<file path="config.mk">
export PLATFORM = sky130hd
export DESIGN_NAME = div_unit_flat
export DESIGN_NICKNAME = d
export VERILOG_FILES = /design/src/rtl/div_unit_if.sv /design/src/rtl/div_unit.sv /design/src/flat_wrapper.sv
export SDC_FILE = /design/constraint.sdc
export NUM_CORES = 1
export LEC_CHECK = 0
export ABC_AREA = 1
export BUFFER_PORTS_ARGS = -buffer_cell sky130_fd_sc_hd__buf_2
export CORE_UTILIZATION = 55
export CTS_CLUSTER_DIAMETER = 40
export CTS_CLUSTER_SIZE = 24
export DETAILED_ROUTE_END_ITERATION = 6
export PLACE_DENSITY = 0.76
export SKIP_CTS_REPAIR_TIMING = 1
export SLEW_MARGIN = 20
export SYNTH_ARGS = -nofsm -noshare
export SYNTH_HDL_FRONTEND = slang
export SYNTH_SLANG_ARGS = --single-unit
</file>
<file path="constraint.sdc">
create_clock -name clk -period 4.5 [get_ports clk]
set_input_delay 0.9 -clock clk [delete_from_list [all_inputs] [get_ports clk]]
set_output_delay 0.9 -clock clk [all_outputs]
set_load 0.01 [all_outputs]
</file>
<file path="src/rtl/div_unit_if.sv">
// Operand/result bundle between the control unit and the multicycle divider.
interface div_unit_if #(
    parameter int unsigned WIDTH = 32
);
    logic             DIV_control;
    logic [WIDTH-1:0] A;
    logic [WIDTH-1:0] B;
    logic [WIDTH-1:0] HI;
    logic [WIDTH-1:0] LO;
    logic             divStop;
    logic             divZero;
    logic             busy;

    modport master (
        output DIV_control, A, B,
        input  HI, LO, divStop, divZero, busy
    );

    modport slave (
        input  DIV_control, A, B,
        output HI, LO, divStop, divZero, busy
    );
endinterface

</file>
<file path="src/rtl/div_unit.sv">
// Multicycle signed restoring divider: quotient to LO, remainder to HI.
// Works on magnitudes and applies signs in FIX, so results truncate toward zero.
module div_unit #(
    parameter int unsigned WIDTH = 32
) (
    input logic       clk,
    input logic       reset,
    div_unit_if.slave bus
);
    localparam int unsigned CW = $clog2(WIDTH) + 1;

    typedef enum logic [1:0] {
        S_IDLE,
        S_RUN,
        S_FIX
    } state_t;

    state_t           r_state;
    logic [CW-1:0]    r_count;
    logic [WIDTH-1:0] r_rem;
    logic [WIDTH-1:0] r_q;
    logic [WIDTH-1:0] r_div;
    logic             r_sign_q;
    logic             r_sign_r;
    logic [WIDTH-1:0] r_hi;
    logic [WIDTH-1:0] r_lo;
    logic             r_stop;
    logic             r_zero;
    logic             r_zero_pend;
    logic             r_busy;

    logic [WIDTH:0]   w_rem_sh;
    logic [WIDTH:0]   w_trial;
    logic [WIDTH-1:0] w_abs_a;
    logic [WIDTH-1:0] w_abs_b;

    always_comb begin
        w_abs_a  = bus.A[WIDTH-1] ? (~bus.A + 1'b1) : bus.A;
        w_abs_b  = bus.B[WIDTH-1] ? (~bus.B + 1'b1) : bus.B;
        w_rem_sh = {r_rem, r_q[WIDTH-1]};
        // rem_sh < 2*divisor, so bit WIDTH of the difference is a valid sign.
        w_trial  = w_rem_sh - {1'b0, r_div};
    end

    always_ff @(posedge clk) begin
        if (!reset) begin
            r_state     <= S_IDLE;
            r_count     <= '0;
            r_rem       <= '0;
            r_q         <= '0;
            r_div       <= '0;
            r_sign_q    <= 1'b0;
            r_sign_r    <= 1'b0;
            r_hi        <= '0;
            r_lo        <= '0;
            r_stop      <= 1'b0;
            r_zero      <= 1'b0;
            r_zero_pend <= 1'b0;
            r_busy      <= 1'b0;
        end else begin
            r_stop      <= 1'b0;
            // Divide-by-zero is flagged one cycle after the start edge.
            r_zero      <= r_zero_pend;
            r_zero_pend <= 1'b0;
            case (r_state)
                S_IDLE: begin
                    if (bus.DIV_control) begin
                        if (bus.B == '0) begin
                            r_zero_pend <= 1'b1;
                        end else begin
                            r_sign_q <= bus.A[WIDTH-1] ^ bus.B[WIDTH-1];
                            r_sign_r <= bus.A[WIDTH-1];
                            r_q      <= w_abs_a;
                            r_div    <= w_abs_b;
                            r_rem    <= '0;
                            r_count  <= '0;
                            r_busy   <= 1'b1;
                            r_state  <= S_RUN;
                        end
                    end
                end
                S_RUN: begin
                    r_rem   <= w_trial[WIDTH] ? w_rem_sh[WIDTH-1:0] : w_trial[WIDTH-1:0];
                    r_q     <= {r_q[WIDTH-2:0], ~w_trial[WIDTH]};
                    r_count <= r_count + 1'b1;
                    if (r_count == CW'(WIDTH - 1)) begin
                        r_state <= S_FIX;
                    end
                end
                S_FIX: begin
                    r_lo    <= r_sign_q ? (~r_q + 1'b1) : r_q;
                    r_hi    <= r_sign_r ? (~r_rem + 1'b1) : r_rem;
                    r_stop  <= 1'b1;
                    r_busy  <= 1'b0;
                    r_count <= '0;
                    r_state <= S_IDLE;
                end
                default: begin
                    r_busy  <= 1'b0;
                    r_state <= S_IDLE;
                end
            endcase
        end
    end

    assign bus.HI      = r_hi;
    assign bus.LO      = r_lo;
    assign bus.divStop = r_stop;
    assign bus.divZero = r_zero;
    assign bus.busy    = r_busy;
endmodule

</file>
<file path="src/flat_wrapper.sv">
// flat-port wrapper written by rule: the top's interface ports become plain ports
module div_unit_flat 
#(
    parameter int unsigned WIDTH = 32
)
  (clk, reset, bus_DIV_control, bus_A, bus_B, bus_HI, bus_LO, bus_divStop, bus_divZero, bus_busy);
  div_unit_if #(.WIDTH(WIDTH)) bus_i ();
  input logic clk;
  input logic reset;
  input wire logic [$bits(bus_i.DIV_control)-1:0] bus_DIV_control;
  input wire logic [$bits(bus_i.A)-1:0] bus_A;
  input wire logic [$bits(bus_i.B)-1:0] bus_B;
  output wire logic [$bits(bus_i.HI)-1:0] bus_HI;
  output wire logic [$bits(bus_i.LO)-1:0] bus_LO;
  output wire logic [$bits(bus_i.divStop)-1:0] bus_divStop;
  output wire logic [$bits(bus_i.divZero)-1:0] bus_divZero;
  output wire logic [$bits(bus_i.busy)-1:0] bus_busy;
  assign bus_i.DIV_control = bus_DIV_control;
  assign bus_i.A = bus_A;
  assign bus_i.B = bus_B;
  assign bus_HI = bus_i.HI;
  assign bus_LO = bus_i.LO;
  assign bus_divStop = bus_i.divStop;
  assign bus_divZero = bus_i.divZero;
  assign bus_busy = bus_i.busy;
  div_unit #(.WIDTH(WIDTH)) u_core (.clk(clk), .reset(reset), .bus(bus_i));
endmodule
</file>
==> results.json, run 1 <==
{
  "p_leak_nw": 7.35,
  "synth_warnings": 0,
  "grt_use_met1": 0.486,
  "diodes": 0,
  "clk_latency_ps": 440,
  "num_rows": 55,
  "cp_max_fo": 26,
  "critPathArrivalTime_ps": 3270,
  "track_usage": 0.331,
  "slowest_stage": "fa_1",
  "synthFlopType": "dfxtp_1",
  "drt_iter0_drc": 1401,
  "syn-num-nets": 2264,
  "core-area_um2": 22800,
  "dieWidth_um": 155,
  "hold_path_class": "flip-flop to flip-flop",
  "syn2layout_area_growth_pct": 10.6,
  "place_ws_ps": 1410,
  "cp_num_buf_inv": 2,
  "vias": 13892,
  "grt_setup_unrepaired": "no",
  "grt_max_degree": 65,
  "grt_pass1_wl_mm": 63.0,
  "dr.pass1.iters": 7,
  "synth_edf_count": 0,
  "fin_crit_sh": 0.649,
  "synth-seq-cells": 174,
  "drt.antenna.violating_nets": 0,
  "top_usage_layer": "met2",
  "multi_input_area_um2": 7830,
  "final-hold-violation-count": 0,
  "cp_common_cell": "nand2_4",
  "synthArstFlopShare": 0,
  "chipHeight_um": 155,
  "yosysUniqueCellTypes": 48,
  "syn_inst": 2159,
  "postLayoutCoreUtil": 0.627,
  "criticalPathCategory": "flip-flop to flip-flop",
  "vdd_drop_max_mv": 0.502,
  "fillers": 2300,
  "ios": 134,
  "cts_buffers": 17,
  "place_hpwl_mm": 30.6,
  "fin_nets": 2349,
  "dieArea_um2": 24200,
  "cp_top_family": "simple AND/OR/NAND/NOR gates",
  "overflow": 0,
  "clkTransAtPathRegs_ps": 70,
  "cts_tree": "done",
  "antenna_found_initial": 0,
  "whs_ps": 425,
  "setup_viol": 0,
  "wirelength_mm": 39.5,
  "fin_ws_ps": 1580,
  "syn-cell-area_um2": 13000,
  "regArea_um2": 3480,
  "cap_viol_max_count": 0,
  "synth.avg_cell_area_um2": 6.00,
  "path_cells": "inv_1 -> ha_1 -> fa_1 -> inv_1 -> nand2_1 -> nand2_1 -> nand3_1 -> nand2_2 -> nand2_4 -> nand2_4 -> nand2_4 -> nand3_4 -> nand2_4 -> nand2_1 -> nand3_1 -> a21oi_1",
  "met2_usage": 0.501,
  "first_global_vias": 12161,
  "drc_errors": 0,
  "finalWeightedCongestion": 0.971,
  "worstMarginPinSlew_ps": 841,
  "drive_above_1_share": 0.108,
  "clockBufferDepth": 2,
  "final.setup_skew_ps": 15.7,
  "met3_usage": 0.0513,
  "startpoint_type": "flip-flop",
  "ys_seq_area_frac": 0.269,
  "htree_num_levels": 4,
  "tns_ps": 0,
  "period_needed_ps": 2920,
  "slew_viol_final": 0,
  "initial_core_util": 0.567,
  "cellPowerDensity_nw_per_um2": 685,
  "cp-end-kind": "flip-flop",
  "vias_per_cell": 5.41,
  "max_slew_margin": 0.438,
  "cp_slowest_stage_delay_ps": 410,
  "fmaxAchievable_ghz": 0.342,
  "run_status": "completed",
  "cts.sinks": 174,
  "cts-root-buf": "clkbuf_16",
  "port-buffer-count": 133,
  "required_ps": 4850,
  "routedWlPerCell_um": 15.4
}
==> state kept, by name (all words and copies together), names as in the netlist <==
signal	count
u_core.bus.HI	32
u_core.bus.LO	32
u_core.r_div	32
u_core.r_q	32
u_core.r_rem	32
u_core.r_count	6
u_core.r_state	2
u_core.bus.busy	1
u_core.bus.divStop	1
u_core.bus.divZero	1
u_core.r_sign_q	1
u_core.r_sign_r	1
u_core.r_zero_pend	1
==> worst reg2reg max path: cells and delay by family, from the launching register on <==
kind,cells,cell delay (ps)
AND/OR/NAND/NOR,11,1390
adder cells (fa/ha/maj),2,650
flip-flops,1,380
buffers and inverters,2,240
AO/OA/AOI/OAI,1,180
==> layout by cell type (no fill, tap or decap), types with 23 or more instances in the layout <==
cell type and n:
ha_1 37, buf_2 133, xor2_1 57, o21ai_0 160
inv_1 325, nor2_1 226, nand2_1 543, nand3_1 154
dfxtp_1 174, nand4_1 23, nor3_1 35, a21oi_1 191
==> Yosys cell counts, types with 2 or more instances <==
| cell | count | share of area |
|---|---|---|
| nand3b_1 | 6 | 0.0035 |
| o21ai_2 | 2 | 0.0014 |
| nor3_2 | 2 | 0.0015 |
| nand2_1 | 543 | 0.16 |
| nand2_2 | 13 | 0.0063 |
| o21ai_0 | 160 | 0.062 |
| o21ai_1 | 9 | 0.0035 |
| inv_1 | 326 | 0.094 |
| ha_1 | 37 | 0.036 |
| nor2_1 | 227 | 0.066 |
| buf_1 | 3 | 0.00087 |
| nor4_1 | 5 | 0.0024 |
| a31oi_1 | 10 | 0.0048 |
| nor2_2 | 7 | 0.0034 |
| and2_1 | 3 | 0.0014 |
| buf_4 | 4 | 0.0023 |
| xnor2_1 | 20 | 0.014 |
| nand3_2 | 9 | 0.0070 |
| nand3_1 | 154 | 0.059 |
| o211ai_1 | 12 | 0.0070 |
| inv_2 | 12 | 0.0035 |
| nor3_1 | 35 | 0.014 |
| and3_1 | 4 | 0.0019 |
| dfxtp_1 | 174 | 0.27 |
| a21o_1 | 2 | 0.0012 |
| xor2_1 | 57 | 0.039 |
| clkbuf_1 | 48 | 0.014 |
| a21oi_2 | 6 | 0.0041 |
| o21bai_1 | 5 | 0.0029 |
| buf_2 | 15 | 0.0058 |
| buf_6 | 8 | 0.0070 |
| a21oi_1 | 191 | 0.074 |
| o22ai_1 | 4 | 0.0019 |
| nand4_1 | 23 | 0.011 |
| or2_2 | 6 | 0.0029 |
| nand2_4 | 5 | 0.0043 |
==> routing by layer <==
layer	wire (µm)	share of wire
met5	0	0
met4	805	0.020
met3	3560	0.090
met2	16700	0.42
met1	18400	0.47
==> where the power goes <==
part	switching, mW	internal (mW)	leakage [nW]	total [mW]
logic	4.30	1.98	5.64	6.28
registers	0.281	1.72	1.42	2.00
clock network	0.687	0.840	0.282	1.53
total	5.27	4.54	7.35	9.81
==> cell families (layout without fill, tap and decap cells) <==
logic type	Yosys count	after routing	synth area share
compound gates	406	406	0.166
xor+xnor	77	77	0.0521
fa+ha+maj	38	38	0.0373
buf+inv	416	514	0.128
flops	174	174	0.269
simple gates	1048	1048	0.348
==> metrics by stage <==
stage | cell area, µm² | total power [mW] | cells
floorplan | 13000 | 6.76 | 2159
global route | 14300 | 10.7 | 2570
CTS | 14300 | 9.71 | 2570
global placement | 13700 | 8.05 | 2538
detailed placement | 13700 | 8.14 | 2538
finish | 14300 | 9.81 | 2570
==> area by class of cell <==
type,instances,area share
timing repair buffer,144,0.0522
multi-input combinational,1569,0.546
tap,313,0.0273
inverter,338,0.0886
sequential,174,0.243
clock buffer,18,0.0300
clock inverter,14,0.0122
==> path summary, 6_finish.rpt <==
path / slack [ps] / start / depth (start not counted) / endpoint
setup / recovery: 1580 / u_core.r_q[31] / 16 / u_core.r_rem[0]
hold / removal: 430 / u_core.r_zero_pend / 2 / u_core.bus.divZero
setup reg to reg: 1580 / u_core.r_q[31] / 16 / u_core.r_rem[0]
hold reg to reg: 430 / u_core.r_zero_pend / 2 / u_core.bus.divZero
(Power assumes the default switching activity.)
==> run 2: changes to the inputs <==
- ABC_AREA: 1 -> 0
- CORE_UTILIZATION: 55 -> 54
- PLACE_DENSITY: 0.76 -> 0.79
- clock period: 4.5 -> 2.35 ns (I/O delays scaled with it)
==> results.json, run 2 <==
{
  "met2_usage": 0.512,
  "clkTransAtPathRegs_ps": 70,
  "synth_commonest_cells": "nand2_1, dfxtp_1, xor2_1",
  "final_cell_area_um2": 16100,
  "cts.sinks": 174,
  "vias": 12416,
  "regArea_um2": 3490,
  "cts-root-buf": "clkbuf_16",
  "p_leak_nw": 8.11,
  "dieWidth_um": 146,
  "synth.avg_cell_area_um2": 8.01,
  "core-area_um2": 20200,
  "overflow": 0,
  "final_cell_mix": "buf_4, nand2_1, dfxtp_1",
  "violations": "DRC, setup timing",
  "first_global_vias": 10706,
  "clockBufferDepth": 2,
  "place_inst": 1988,
  "synth-seq-cells": 174,
  "ys_seq_area_frac": 0.313,
  "syn-num-nets": 1497,
  "fmaxAchievable_ghz": 0.351,
  "ios": 134,
  "postLayoutCoreUtil": 0.795,
  "clk_latency_ps": 450,
  "cts_buffers": 17,
  "drt.antenna.violating_nets": 0,
  "drt_iter0_drc": 936,
  "place_hpwl_mm": 23.5,
  "vias_per_cell": 6.05,
  "final-hold-violation-count": 0,
  "hold_path_class": "input pin to flip-flop",
  "initial_core_util": 0.551,
  "antenna_found_initial": 0,
  "fin_ws_ps": -495,
  "met3_usage": 0.0455,
  "syn-cell-area_um2": 11100,
  "setup_viol": 118,
  "finalWeightedCongestion": 0.939,
  "num_rows": 52,
  "multi_input_area_um2": 8170,
  "dr.pass1.iters": 7,
  "routedWlPerCell_um": 18.7,
  "fin_cells": 2051,
  "startpoint_type": "flip-flop",
  "slew_viol_final": 0,
  "required_ps": 2660,
  "finalPower_mw": 7.98,
  "htree_num_levels": 4,
  "worstMarginPinSlew_ps": 718,
  "cts_tree": "done",
  "cp_max_fo": 6,
  "critPathArrivalTime_ps": 3160,
  "fillers": 1222,
  "top_usage_layer": "met2",
  "drive_above_1_share": 0.371,
  "yosysUniqueCellTypes": 74,
  "run_status": "complete, but fails checks",
  "fin_crit_sh": 1.21,
  "post-synth-top-count-cell": "nand2_1",
  "netlist.area_leader.share": 0.313,
  "port-buffer-count": 133,
  "cap_viol_max_count": 0,
  "wirelength_mm": 38.4,
  "place_area_um2": 14200,
  "synthFlopType": "dfxtp_1",
  "synth_top_cell_by_area": "dfxtp_1",
  "grt_setup_unrepaired": "yes",
  "track_usage": 0.295,
  "grt_pass1_wl_mm": 51.2,
  "max_slew_margin": 0.521,
  "synth_edf_count": 0,
  "dieArea_um2": 21200,
  "syn2layout_area_growth_pct": 44.4,
  "grt_max_degree": 75,
  "period_needed_ps": 2850,
  "layout_commonest_cell": "buf_4",
  "drc_errors": 4,
  "syn_inst": 1392,
  "cellPowerDensity_nw_per_um2": 496,
  "cp-end-kind": "flip-flop",
  "vdd_drop_max_mv": 0.556,
  "fin_nets": 1873,
  "synthTopCellsByArea": "dfxtp_1, xor2_1, nand2_1",
  "chipHeight_um": 146,
  "diodes": 0,
  "synth_warnings": 0,
  "criticalPathCategory": "flip-flop to flip-flop",
  "final.setup_skew_ps": 12.2,
  "grt_use_met1": 0.363,
  "synthArstFlopShare": 0
}
-- run 2: cell types whose count changed in the layout (fill, tap and decap cells not counted), moves of 26 or more --
cell     delta
xor2_1     +55
buf_4     +254
nand3_2    +27
nand2_1   -318
inv_1     -275
a21oi_1   -145
buf_6      +26
o211a_1    +84
nor2_1    -177
o21ai_0   -111
nand3_1   -122
nor3_1     -29
-- run 2: layout make-up --
type	count	area share
Timing Repair Buffer	441	0.207
Inverter	51	0.0119
Clock inverter	14	0.00825
Tap cell	270	0.0210
Sequential cell	174	0.217
Clock buffer	18	0.0267
Multi-Input combinational cell	1083	0.508
-- run 2: logic make-up after synthesis --
| family | count (synthesis) | synth area share |
|---|---|---|
| AND/OR/NAND/NOR | 491 | 0.209 |
| AO/OA/AOI/OAI | 394 | 0.260 |
| flip-flops | 174 | 0.313 |
| XOR/XNOR | 145 | 0.114 |
| buffers and inverters | 141 | 0.0536 |
| adder cells (fa/ha/maj) | 38 | 0.0433 |
| multiplexers | 9 | 0.00808 |
-- run 2: routing by layer --
metal  share of wire  vias to the layer above
li1                -                     5767
met1            0.40                     5946
met2            0.50                      571
met3           0.063                      132
met4           0.039                        0
met5               0                        -
-- run 2: report_power, final --
part,switching [mW],leakage [nW],total (mW),internal (mW)
clock network,1.32,0.275,2.80,1.48
registers,0.113,1.42,3.17,3.06
logic,1.10,6.41,2.01,0.914
-- run 2: path summary, 6_finish.rpt --
kind / endpoint / start / cells past startpoint / slack (ps)
setup reg to reg: u_core.r_rem[29] / u_core.r_q[31] / 13 / -500
hold reg to reg: u_core.bus.divZero / u_core.r_zero_pend / 1 / 470
hold / removal: u_core.r_q[31] / bus_A[29] / 4 / 370
setup / recovery: u_core.r_rem[29] / u_core.r_q[31] / 13 / -500
-- run 2: per-stage QoR --
stage	hold slack, ps	setup WS [ps]	TNS, ps
floorplan	412	-476	-26980
global placement	420	-692	-64780
detailed placement	447	-760	-64250
CTS	362	-534	-27460
global route	379	-569	-31370
finish	371	-495	-21760
-- run 2: worst max-delay path, cell delays in order (launching register included) --
cell and delay, ps:
dfxtp_2 340, inv_2 50, ha_4 160, fa_2 350
nand2b_4 160, a21oi_4 140, o211ai_1 120, a31o_2 290
a31o_4 280, xor2_4 180, buf_6 170, buf_6 130
a32oi_1 210, o21ai_1 120
